`src/rtl/fifo_rr_arbiter.sv`:
```
// fifo_rr_arbiter: packet-aware round-robin arbiter that drains NUM_IN
// first-word-fallthrough FIFOs into a single registered output stream.
// The grant is held for a whole packet (PKT_MODE=1) until a word with
// bit EOP_BIT set has been transferred.
// Optional feature: define FIFO_ARB_PKT_CNT_EN to add the pkt_cnt output,
// a 16-bit wrapping count of completed packets per input.
module fifo_rr_arbiter #(
  parameter int NUM_IN   = 4,
  parameter int WIDTH    = 72,
  parameter int EOP_BIT  = 71,
  parameter int PKT_MODE = 1
) (
  input  logic                    clk,
  input  logic                    reset,
  input  logic [NUM_IN*WIDTH-1:0] in_data,
  input  logic [NUM_IN-1:0]       in_empty,
  output logic [NUM_IN-1:0]       in_rd_en,
  output logic [WIDTH-1:0]        out_data,
  output logic                    out_valid,
  input  logic                    out_rdy,
  output logic [NUM_IN-1:0]       grant,
  output logic                    busy
`ifdef FIFO_ARB_PKT_CNT_EN
  ,
  output logic [NUM_IN*16-1:0]    pkt_cnt
`endif
);

  localparam int IDXW = (NUM_IN > 1) ? $clog2(NUM_IN) : 1;

  typedef enum logic {
    IDLE,
    LOCKED
  } state_t;

  state_t          state;
  state_t          state_nxt;
  logic [IDXW-1:0] last_idx;
  logic [IDXW-1:0] sel_idx;
  logic [IDXW-1:0] cand_idx;
  logic            sel_valid;
  logic            space;
  logic            fire;
  logic            sel_eop;
  logic [WIDTH-1:0] sel_word;
  int              cand;

  // Choose the source for this cycle: the locked owner, or the nearest
  // requester after the last grant (loop runs far-to-near so the nearest wins)
  always_comb begin
    sel_idx   = last_idx;
    sel_valid = 1'b0;
    cand      = 0;
    cand_idx  = '0;
    if (state == LOCKED) begin
      sel_idx   = last_idx;
      sel_valid = !in_empty[last_idx];
    end else begin
      for (int k = NUM_IN; k >= 1; k--) begin
        cand     = (int'(last_idx) + k) % NUM_IN;
        cand_idx = IDXW'(cand);
        if (!in_empty[cand_idx]) begin
          sel_idx   = cand_idx;
          sel_valid = 1'b1;
        end
      end
    end
  end

  assign sel_word = in_data[sel_idx*WIDTH +: WIDTH];
  assign sel_eop  = sel_word[EOP_BIT];
  assign space    = !out_valid || out_rdy;
  assign fire     = space && sel_valid && !reset;
  assign busy     = (state == LOCKED);

  // Pop the selected FIFO only when a transfer actually happens
  always_comb begin
    in_rd_en = '0;
    if (fire) begin
      in_rd_en[sel_idx] = 1'b1;
    end
  end

  // Next-state logic: lock onto a multi-word packet, release on its EOP
  always_comb begin
    state_nxt = state;
    case (state)
      IDLE: begin
        if (fire && (PKT_MODE != 0) && !sel_eop) begin
          state_nxt = LOCKED;
        end
      end
      LOCKED: begin
        if (fire && sel_eop) begin
          state_nxt = IDLE;
        end
      end
      default: state_nxt = IDLE;
    endcase
  end

  // State register
  always_ff @(posedge clk) begin
    if (reset) begin
      state <= IDLE;
    end else begin
      state <= state_nxt;
    end
  end

  // Output register: load on transfer, otherwise drain when consumed
  always_ff @(posedge clk) begin
    if (reset) begin
      out_data  <= '0;
      out_valid <= 1'b0;
    end else if (fire) begin
      out_data  <= sel_word;
      out_valid <= 1'b1;
    end else if (out_rdy) begin
      out_valid <= 1'b0;
    end
  end

  // Remember the owner of the latest transfer; reset points at the top input
  // so that input 0 has first priority
  always_ff @(posedge clk) begin
    if (reset) begin
      grant    <= '0;
      last_idx <= IDXW'(NUM_IN - 1);
    end else if (fire) begin
      grant    <= in_rd_en;
      last_idx <= sel_idx;
    end
  end

`ifdef FIFO_ARB_PKT_CNT_EN
  // Count packets whose EOP word has been transferred, per input
  always_ff @(posedge clk) begin
    if (reset) begin
      pkt_cnt <= '0;
    end else if (fire && sel_eop) begin
      pkt_cnt[sel_idx*16 +: 16] <= pkt_cnt[sel_idx*16 +: 16] + 16'd1;
    end
  end
`endif

endmodule

```
`config.mk`:
```
export PLATFORM = sky130hd
export DESIGN_NAME = fifo_rr_arbiter
export DESIGN_NICKNAME = d
export VERILOG_FILES = /design/src/rtl/fifo_rr_arbiter.sv
export SDC_FILE = /design/constraint.sdc
export NUM_CORES = 1
export LEC_CHECK = 0
export BUFFER_PORTS_ARGS = -buffer_cell sky130_fd_sc_hd__buf_2
export CORE_AREA = 4 4 146 148
export CTS_CLUSTER_SIZE = 10
export DETAILED_ROUTE_END_ITERATION = 8
export DIE_AREA = 0 0 150 152
export GPL_TIMING_DRIVEN = 1
export SLEW_MARGIN = 5
export SYNTH_ARGS = -nofsm -noshare
export SYNTH_HDL_FRONTEND = slang
export SYNTH_SLANG_ARGS = --single-unit
```
`constraint.sdc`:
```
create_clock -name clk -period 6 [get_ports clk]
set_clock_uncertainty 0.05 [all_clocks]
set_input_delay 0.3 -clock clk [delete_from_list [all_inputs] [get_ports clk]]
set_output_delay 0.3 -clock clk [all_outputs]
set_load 0.01 [all_outputs]
```
# Yosys cells after proc, flatten, opt, wreduce, memory -nomap -nowiden
# Index checks and enable logic that the tools add are counted.
dict set report word_totals {
  in_bits 295
  reg_bits 80
  elab_cells 58
}
dict set report classes {
  reduce_logical 11
  shifts 1
  order_cmp 7
  bitwise_logic 1
  multipliers 1
  n_mux 28
  add_sub_neg 4
}
# cell n
set op_table {}
lappend op_table {{288-bit by 10-bit indexed part select with 72-bit output} 1}
lappend op_table {{2-bit by 3-bit < comparator with 1-bit output, second input constant} 6}
lappend op_table {{1-bit 2-to-1 mux} 15}
lappend op_table {{1-bit binary-select mux with 2-bit select} 5}
lappend op_table {{2-bit 2-to-1 mux} 5}
lappend op_table {{2-bit by 4-bit multiplier with 6-bit output, second input constant} 1}
lappend op_table {{1-bit logical AND} 5}
lappend op_table {{2-bit by 1-bit adder with 2-bit output, second input constant} 2}
lappend op_table {{2-bit adder, second input constant} 2}
lappend op_table {{1-bit logical NOT} 4}
lappend op_table {{4-bit 2-to-1 mux} 1}
lappend op_table {{1-bit demux with 2-bit select} 1}
lappend op_table {{2-bit by 1-bit greater-or-equal comparator with 1-bit output, second input constant} 1}
lappend op_table {{1-bit case mux with 2 select lines} 1}
lappend op_table {{2-bit nonzero test} 1}
lappend op_table {{1-bit logical OR} 1}
lappend op_table {{1-bit NOT} 1}

# Logic depth before layout (Yosys ltp)
dict set report depth {
  word_depth 14
  ltp_mapped 10
}

# Worst setup path after synthesis
# No wires, ideal clock.
dict set report synth_timing {
  path_type {reg2out}
  startpoint {reg last_idx[1]}
  endpoint {out in_rd_en[2]}
  setup_slack_ns 3.811
  required_time_ns 5.650
  n_path_buf 3
  arrival_ns 1.839
  path_stages_with_launch 10
  cell_sequence {dfxtp_1 buf_4 and4b_1 nor4_2 a21bo_1 buf_6 buf_8 nand2_4 or3_4 inv_1}
}
dict set report synth_between {
  elab_chain_cells 13
}
# element line
set synth_lines {}
lappend synth_lines {{start: declaration} 38} ;# logic [IDXW-1:0] last_idx;
lappend synth_lines {{start signal: assignment} 129} ;# last_idx <= IDXW'(NUM_IN - 1);
lappend synth_lines {{start signal: assignment} 132} ;# last_idx <= sel_idx;
lappend synth_lines {{2-bit by 1-bit adder with 2-bit output} 60} ;# cand = (int'(last_idx) + k) % NUM_IN;
lappend synth_lines {{1-bit binary-select mux with 2-bit select} 62} ;# if (!in_empty[cand_idx]) begin
lappend synth_lines {{1-bit 2-to-1 mux (not written as such)} 62}
lappend synth_lines {{2-bit 2-to-1 mux (4 in a row)} 62}
lappend synth_lines {{2-bit 2-to-1 mux} 55} ;# if (state == LOCKED) begin
lappend synth_lines {{2-bit by 3-bit < comparator with 1-bit output (not written as such) or 2-bit by 1-bit greater-or-equal comparator with 1-bit output (tied branches)} 80} ;# in_rd_en[sel_idx] = 1'b1;
lappend synth_lines {{1-bit logical AND (not written as such)} 80}
lappend synth_lines {{1-bit 2-to-1 mux (not written as such)} 80}
lappend synth_lines {{1-bit demux with 2-bit select} 80}
lappend synth_lines {{4-bit 2-to-1 mux *} 79} ;# if (fire) begin
lappend synth_lines {{end: declaration} 17} ;# output logic [NUM_IN-1:0] in_rd_en,
# Mark *: on every way between the ends. The rest lies on a longest branch, timed or not. The select of a mux whose other input is x is not followed.

# Final worst setup path
dict set report layout_timing {
  startpoint {reg last_idx[0]}
  endpoint {out in_rd_en[3]}
}
# Same word-level chain as after synthesis.

==> results.ini <==
[status]
status=completed

[synth]
yosys.area.top_type=dfxtp_1
ys_ff_latch=80
avgSynthCellArea_um2=7.88
netlist_top_cells_count=dfxtp_1, a21oi_1, nand2_1, a21boi_0, and3_1
netlist_top_cells_area=dfxtp_1, a2bb2oi_1, a21boi_0, o31ai_1, and3_1
async_flop_share_pct=0
ys_warn_count=0
synth_seq_area_share_pct=27.5
synthMostInstantiatedCell=dfxtp_1
postSynthCellCount=738
synthDistinctLibCells=49
syn_area_um2=5820
synth_ff_type=dfxtp_1
synth_top_area_share_pct=27.5
syn_nets=1033
synth_enable_flop_cells=0

[routing]
wl_um=24200
drc=0
avgRoutedWirePerCell_um=18.5
dr.first_iter.drc_count=265
drt-pass1-iter-count=5
drt.antenna.violating_nets=0
dr_total_vias=6940
avgViaCountPerCell=5.30

[sta]
setup_tns_ns=0
max_slew.worst_pin.slew_ns=1.06
finalSetupViolations=0
slew_headroom_pct=29.1
finalHoldViolCount=0
rsz0062_at_grt=no
timing.final.crit_share_pct=64.9
fin_crit_ns=3.89
slew_violations=0
fmax_ghz=0.257

[worst_setup_path]
required_ns=5.65
worstPathArrival_ns=3.54
crit_fanout=81
slowest_delay_ns=0.76
cp_cell_sequence=nor4b_1 -> nor4_2 -> a21bo_4 -> nand2_4 -> nand2_4 -> inv_1 -> buf_2
rr_worst_depth=7
r2r-start=last_idx[0]
cp_slowest_cell=a21bo_4
timing.rr.end=out_data[62]
cp-end-kind=primary output
path_class=reg -> out
crit_start=last_idx[0]
endpoint=in_rd_en[3]
startpoint_type=flop
rrSetupSlack_ns=2.55
cpMostUsedCell=nand2_4

[final_layout]
drive_gt1_share_pct=40.1
num-fill-cells=2187
nets=1330
syn_to_final_growth_pct=35.2

[clock_network]
cts_tree=yes
numCtsBuffers=9
cts_max_level=3
clock-sinks=80
clkTransAtPathRegs_ns=0.07
hold_buffers=0
cts-root-buf=clkbuf_16
cts_buffer_depth=2
insertion_delay_ns=0.33
post_cts_buffers=0
cts_resized=0

[power_and_ir_drop]
power_density_nw_per_um2=491
p_leak_nw=3.81
p_int_mw=1.99
ir_drop_mv=0.211
sequentialPowerShare_pct=23.4
p_sw_mw=1.88
power_frac_clock_pct=13.1
p_sw_share_pct=48.6
pwr-share-comb_pct=63.5
power_mw=3.86

[placed_design]
port_buffers=376
gp_congestion=0.804
hpwl_um=16600

[floorplan]
start_util_pct=29.0
io_pins=377
die_area_um2=22800
core_region_area_um2=20000
num_rows=52
die_width_um=150
die_h_um=152

[grt]
grt_remaining_overflow=0
grt_usage_pct=19.6
grt_pass1_wl_um=36100
grt_pass1_vias=6764
grt_max_degree=131
antenna_found_initial=3

[worst_hold_path]
hp-class=in -> reg
whs_path_depth=2

[flow_run]
cap_violations=0

power groups by stage:
stage	clock [mW]	combinational [mW]	sequential [mW]
2_1_floorplan	0	1.76	0.991
3_5_place_dp	0	2.47	0.914
3_3_place_gp	0	2.46	0.909
4_1_cts	0.531	2.47	0.904
5_1_grt	0.546	2.72	0.929
6_report	0.506	2.45	0.903
worst min path at each step:
| stage | startpoint | to |
|---|---|---|
| 2_1_floorplan | in_data[228] | out_data[12] |
| 3_5_place_dp | out_data[33] | out_data[33] |
| 5_1_grt | in_data[225] | out_data[9] |
| 6_report | in_data[225] | out_data[9] |
| 4_1_cts | in_data[225] | out_data[9] |
| 3_3_place_gp | out_data[14] | out_data[14] |
routing by layer:
| metal | GRT usage (%) | wire length (µm) |
|---|---|---|
| met1 | 24.2 | 10100 |
| met2 | 33.6 | 11600 |
| met3 | 4.41 | 1860 |
| met4 | 6.71 | 529 |
| met5 | 0 | 13 |
cell families (layout without fill, tap and decap cells):
group / after synthesis / in the layout / share of synthesized area [%]
AOI/OAI and AO/OA: 379 / 379 / 46.1
and+or+nand+nor: 177 / 177 / 16.3
buffers and inverters: 99 / 398 / 9.32
DFF: 80 / 80 / 27.5
muxes: 3 / 3 / 0.731
other: 0 / 2 / 0
critical path, delay by kind of cell, from the launching register on:
| kind | cells | cell delay (ns) |
|---|---|---|
| AO/OA/AOI/OAI | 1 | 0.76 |
| flip-flops | 1 | 0.56 |
| AND/OR/NAND/NOR | 4 | 1.59 |
| buffers and inverters | 2 | 0.24 |
layout by cell type (no fill, tap or decap), types with 3 or more instances in the layout:
cell type,instances
a21oi_1,76
clkbuf_16,9
o31ai_1,71
and3_1,72
a31oi_1,71
buf_4,7
nor2_1,8
nand2_1,73
a2bb2oi_1,68
a2bb2oi_2,4
o21ai_0,3
buf_2,376
dfxtp_1,80
a21boi_0,72
nor2b_1,3
flip-flops by register name, indices dropped and copies added, names as in the netlist, named ones only:
name,cells
out_valid,1
last_idx,2
grant,4
out_data,72
layout make-up:
type / count / area [µm²] / share of cell area (%)
Antenna cell: 2 / 5.00 / 0.0637
Clock buffer: 9 / 225 / 2.86
Clock inverter: 4 / 25.0 / 0.318
Inverter: 2 / 7.51 / 0.0955
Multi-Input combinational cell: 559 / 3720 / 47.4
Sequential cell: 80 / 1600 / 20.4
Tap cell: 270 / 338 / 4.30
Timing Repair Buffer: 383 / 1930 / 24.6
stage by stage:
stage          util (%)  instances  setup slack, ns  instance area (µm²)  hold slack (ns)
2_1_floorplan         -        738             3.81                 5820            0.383
3_3_place_gp       38.0       1294             2.45                 7610            0.388
3_5_place_dp       38.0       1294             2.46                 7610            0.392
4_1_cts            39.2       1307             2.09                 7860            0.128
5_1_grt            39.2       1309             1.78                 7860            0.135
6_report           39.2       1309             2.11                 7860            0.144
No activity file was read; power rests on OpenSTA's default activity.
